File: src/rtl/vc_arbiter.sv
// vc_arbiter: moves words from two virtual-channel FIFOs (VC0, VC1) to two
// destination FIFOs (D0, D1). One pop per cycle at most; the popped word is
// routed one cycle later (VC FIFOs have registered read data) to D0 or D1
// according to bit DEST_BIT of the word. Either destination almost-full flag
// blocks pops, since the destination is unknown until the word is read.
// Start-up is sequenced by an INIT/IDLE/ACTIVE state machine.
//
// Optional feature: define ARB_ROUND_ROBIN_EN for alternating grants when
// both VCs hold data; otherwise VC0 has strict priority over VC1.
module vc_arbiter #(
  parameter int DATA_WIDTH = 6,
  parameter int DEST_BIT   = 4
) (
  input  logic                  clk,
  input  logic                  reset,
  input  logic                  init,
  input  logic                  vc0_empty,
  input  logic                  vc1_empty,
  input  logic [DATA_WIDTH-1:0] vc0_data,
  input  logic [DATA_WIDTH-1:0] vc1_data,
  input  logic                  d0_almost_full,
  input  logic                  d1_almost_full,
  output logic                  vc0_pop,
  output logic                  vc1_pop,
  output logic                  d0_push,
  output logic                  d1_push,
  output logic [DATA_WIDTH-1:0] data_out,
  output logic                  active,
  output logic                  idle,
  output logic [7:0]            pkt_count
);

  typedef enum logic [1:0] {
    ST_INIT   = 2'd0,
    ST_IDLE   = 2'd1,
    ST_ACTIVE = 2'd2
  } state_t;

  state_t state_reg;
  state_t state_next;

  // In-flight word: popped last cycle, its data is on vcX_data this cycle.
  logic inflight_vld_reg;
  logic inflight_sel_reg;   // 0: VC0, 1: VC1

  logic [7:0] pkt_count_reg;

  logic stall;
  logic pop_ok;
  logic grant_sel;          // VC chosen this cycle (0: VC0, 1: VC1)
  logic pop_any;
  logic push_any;
  logic [DATA_WIDTH-1:0] word;

`ifdef ARB_ROUND_ROBIN_EN
  // VC granted by the most recent pop; starts at VC1 so VC0 wins first.
  logic last_grant_reg;
`endif

  // State register; reset and init=0 both land in INIT.
  always_ff @(posedge clk or posedge reset) begin
    if (reset) begin
      state_reg <= ST_INIT;
    end else begin
      state_reg <= state_next;
    end
  end

  // Next-state logic.
  always_comb begin
    state_next = state_reg;
    if (!init) begin
      state_next = ST_INIT;
    end else begin
      case (state_reg)
        ST_INIT: begin
          state_next = ST_IDLE;
        end
        ST_IDLE: begin
          if (!vc0_empty || !vc1_empty) begin
            state_next = ST_ACTIVE;
          end
        end
        ST_ACTIVE: begin
          // Stay until the last popped word has been delivered.
          if (vc0_empty && vc1_empty && !inflight_vld_reg) begin
            state_next = ST_IDLE;
          end
        end
        default: begin
          state_next = ST_INIT;
        end
      endcase
    end
  end

  // Grant selection and pop generation.
  always_comb begin
    stall  = d0_almost_full | d1_almost_full;
    pop_ok = (state_reg == ST_ACTIVE) && init && !stall;
`ifdef ARB_ROUND_ROBIN_EN
    if (!vc0_empty && !vc1_empty) begin
      grant_sel = ~last_grant_reg;
    end else begin
      grant_sel = vc0_empty;
    end
`else
    // VC1 only gets a turn when VC0 has nothing.
    grant_sel = vc0_empty;
`endif
    pop_any = pop_ok && (grant_sel ? !vc1_empty : !vc0_empty);
    vc0_pop = pop_any && !grant_sel;
    vc1_pop = pop_any && grant_sel;
  end

  // In-flight tracking: valid only for the cycle right after a pop.
  always_ff @(posedge clk or posedge reset) begin
    if (reset) begin
      inflight_vld_reg <= 1'b0;
      inflight_sel_reg <= 1'b0;
    end else if (pop_any) begin
      inflight_vld_reg <= 1'b1;
      inflight_sel_reg <= grant_sel;
    end else begin
      inflight_vld_reg <= 1'b0;
    end
  end

`ifdef ARB_ROUND_ROBIN_EN
  // Grant history; init=0 restores the VC0-first starting point.
  always_ff @(posedge clk or posedge reset) begin
    if (reset) begin
      last_grant_reg <= 1'b1;
    end else if (!init) begin
      last_grant_reg <= 1'b1;
    end else if (pop_any) begin
      last_grant_reg <= grant_sel;
    end
  end
`endif

  // Route the in-flight word to its destination by the destination bit.
  always_comb begin
    word     = '0;
    d0_push  = 1'b0;
    d1_push  = 1'b0;
    push_any = 1'b0;
    if (inflight_vld_reg) begin
      word     = inflight_sel_reg ? vc1_data : vc0_data;
      push_any = 1'b1;
      d1_push  = word[DEST_BIT];
      d0_push  = ~word[DEST_BIT];
    end
    data_out = word;
  end

  // Pushed-word counter, wraps modulo 256; init=0 clears it even if a
  // final in-flight word is being delivered in that cycle.
  always_ff @(posedge clk or posedge reset) begin
    if (reset) begin
      pkt_count_reg <= 8'd0;
    end else if (!init) begin
      pkt_count_reg <= 8'd0;
    end else if (push_any) begin
      pkt_count_reg <= pkt_count_reg + 8'd1;
    end
  end

  // Status decodes of the registered state.
  always_comb begin
    active    = (state_reg == ST_ACTIVE);
    idle      = (state_reg == ST_IDLE);
    pkt_count = pkt_count_reg;
  end

endmodule
File: config.mk
export PLATFORM = sky130hd
export DESIGN_NAME = vc_arbiter
export DESIGN_NICKNAME = d
export VERILOG_FILES = /design/src/rtl/vc_arbiter.sv
export SDC_FILE = /design/constraint.sdc
export NUM_CORES = 1
export LEC_CHECK = 0
export CELL_PAD_IN_SITES_DETAIL_PLACEMENT = 1
export CELL_PAD_IN_SITES_GLOBAL_PLACEMENT = 1
export CORE_UTILIZATION = 27
export DETAILED_ROUTE_END_ITERATION = 12
export PLACE_DENSITY = 0.83
export SLEW_MARGIN = 0
export SYNTH_ARGS = -nofsm -noshare
export SYNTH_HDL_FRONTEND = slang
export SYNTH_SLANG_ARGS = --single-unit
File: constraint.sdc
create_clock -name clk -period 1.5 [get_ports clk]
set_clock_uncertainty 0.05 [all_clocks]
set_input_delay 0.225 -clock clk [delete_from_list [all_inputs] [get_ports clk]]
set_output_delay 0.225 -clock clk [all_outputs]
set_load 0.1 [all_outputs]
==> impl_metrics.ini <==
[cells_and_area]
ff_latch_area_um2 = 317
nets = 147
final_cells = 156
final_common_cell = buf_12
antenna_cells = 0
final_cell_mix = buf_12, clkdlybuf4s50_1, buf_4
largest_reg_flops = 8
drive_above_1_share_pct = 55.6
synthToLayoutAreaGrowth_pct = 121
fillers = 237
multi_input_area_um2 = 526

[power_and_ir_drop]
leakagePower_nw = 0.630
power-per-cell-area_mw_per_mm2 = 585
p_total_uw = 939
vdd_ir_drop_max_uv = 649

[timing]
worst_slew_pin_slew_ps = 493
rsz0062_at_grt = true
max-slew-margin-rel_pct = 67.1
setup_viol = 12
period_share_pct = 111
hold_viol = 0
slew_violations = 0
clock.fmax_mhz = 599
period_minus_slack_ps = 1670
finalWorstSetupSlack_ps = -170
setup_tns_ps = -1490

[clocking]
cts_tree = yes
ctsHoldBuffers = 0
h-tree-depth = 1
insertion_delay_ps = 280
cts_made_buffers = 3
ctsRootBufferMaster = clkbuf_4
clockBufferDepth = 2
clkTransAtPathRegs_ps = 80
cts.sinks = 12

[worst_setup_path]
start_kind = flop
end_kind = output port
worst_ep_arrival_time_ps = 1390
path_max_fanout = 5
crit_type = reg -> out
path_cells = and2b_4 -> nand3_4 -> nor2_4 -> buf_12
cp_num_buf_inv = 1
crit_required_ps = 1220
critical_path.slowest_cell = dfrtp_1
critical_path.max_stage_delay_ps = 410
crit_family = simple AND/OR/NAND/NOR gates

[die]
io-pin-count = 39
core_area_mm2 = 0.00250
die_h_um = 53.8
die-area_mm2 = 0.00290
fp.dieW_um = 53.8
initial_core_util_pct = 29.0
row_count = 18

[detailed_routing]
drtAntennaViolNets = 0
post_drt_wl_per_cell_um = 17.3
routed_wl_um = 2690
viasPerCell = 5.03
drc_errors = 0
first_pass_iters = 3
via_count = 784
drtIter0Drc = 6

[global_route]
antenna_found_initial = 0
grt_pass1_wl_um = 4220
grt_pass1_vias = 877
grt_overflow = 0
grt_max_degree = 15
track_usage_pct = 21.5

[placement]
gp_congestion = 0.749
dp_cells = 147
portBuffers = 38
hpwlAfterDp_um = 1850

[synth]
synthArstFlopShare_pct = 100
synth_cell_type_count = 27
synthSimpleGateAreaFrac_pct = 26.7
yosysSeqAreaShare_pct = 41.4
synth-adder-area-share_pct = 1.72
syn_nets = 95
netlist_area_um2 = 726
yosysTopAreaCellShare_pct = 41.4
syn_avg_cell_area_um2 = 9.68
yosysWarnings = 0
synth_top_family_by_area = simple AND/OR/NAND/NOR gates
syn_inst = 75
synthTopCellsByArea = dfrtp_1, mux2i_1, nor2b_1, and2_1, xnor2_1
muxShareOfSynthArea_pct = 9.66
yosysTopAreaCell = dfrtp_1
ys_ff_latch = 12
synth-compound-area-share_pct = 11.6
synth_ff_type = dfrtp_1
synth_edf_count = 0
synth-xor-area-share_pct = 4.83

[worst_hold_path]
holdCritPathClass = in -> async

[job]
max-cap-violations = 0

[run_status]
outcome = finished, violations left
violations = negative setup slack
## power breakdown
group	internal [mW]	switching (mW)	total [mW]
logic	0.164	0.154	0.318
clock network	0.148	0.119	0.266
registers	0.336	0.0183	0.355
total	0.648	0.291	0.939
## worst register-to-register path: stages, from the launching register on
cell and delay, ps:
dfrtp_1 410, and2b_4 310, nand3_4 100, buf_4 140, buf_4 130, o21ba_2 180
## stage by stage
stage	utilization (%)	hold WS (ps)	cell area (µm²)	setup slack, ps
after global routing	64.2	256	1600	-208
after detailed placement	59.6	525	1490	-287
after floorplan	-	39.4	851	-288
final	64.2	218	1600	-170
after global placement	59.6	510	1490	-191
after CTS	63.9	220	1600	-163
## final timing paths
path                                           endpoint                startpoint  slack, ps  cells past startpoint
min in group clk             inflight_vld_reg$_DFF_PP0_                 vc1_empty        420                      3
setup / recovery                                vc0_pop  state_reg[0]$_DFFE_PP0P_       -170                      4
hold reg to reg                pkt_count[7]$_DFFE_PP0P_  pkt_count[7]$_DFFE_PP0P_        570                      2
max in group asynchronous      pkt_count[0]$_DFFE_PP0P_                     reset        810                      2
hold / removal                 pkt_count[1]$_DFFE_PP0P_                     reset        220                      2
setup reg to reg           inflight_sel_reg$_DFFE_PP0P_  state_reg[0]$_DFFE_PP0P_         70                      5
## layer usage
metal	global-route usage, %	routed length [µm]
met1	23.5	1010
met2	39.7	1530
met3	7.34	126
met4	3.95	27
met5	0	0
## cell type report
class	count	area share [%]
Sequential cell	12	19.7
Multi-Input combinational cell	57	32.8
Inverter	1	0.234
Tap cell	30	2.34
Timing Repair Buffer	52	42.7
Clock buffer	4	2.26
## cells in the mapped netlist, types with 2 or more instances
master	number
a21boi_1	3
nand4_1	3
o21ai_0	4
nand2_1	3
nor2b_1	8
or3_1	3
xnor2_1	3
buf_2	3
nor2_1	2
dfrtp_1	12
and2_1	6
nand3_1	3
mux2i_1	7
a21oi_1	2
## timing repair
action | CTS | global route
pin swaps | 3 | 0
cloned | 0 | 0
setup buffers | 4 | 1
gates resized for setup | 16 | 0
setup endpoints to repair | 10 | 12
## cells by family (layout without fill, tap and decap cells)
group | after synthesis | count (layout)
multiplexers | 7 | 7
AND/OR/NAND/NOR | 32 | 32
adder cells (fa/ha/maj) | 1 | 1
flip-flops | 12 | 12
XOR/XNOR | 4 | 4
buffers and inverters | 6 | 57
AO/OA/AOI/OAI | 13 | 13
Power figures use the tool's default switching activity.
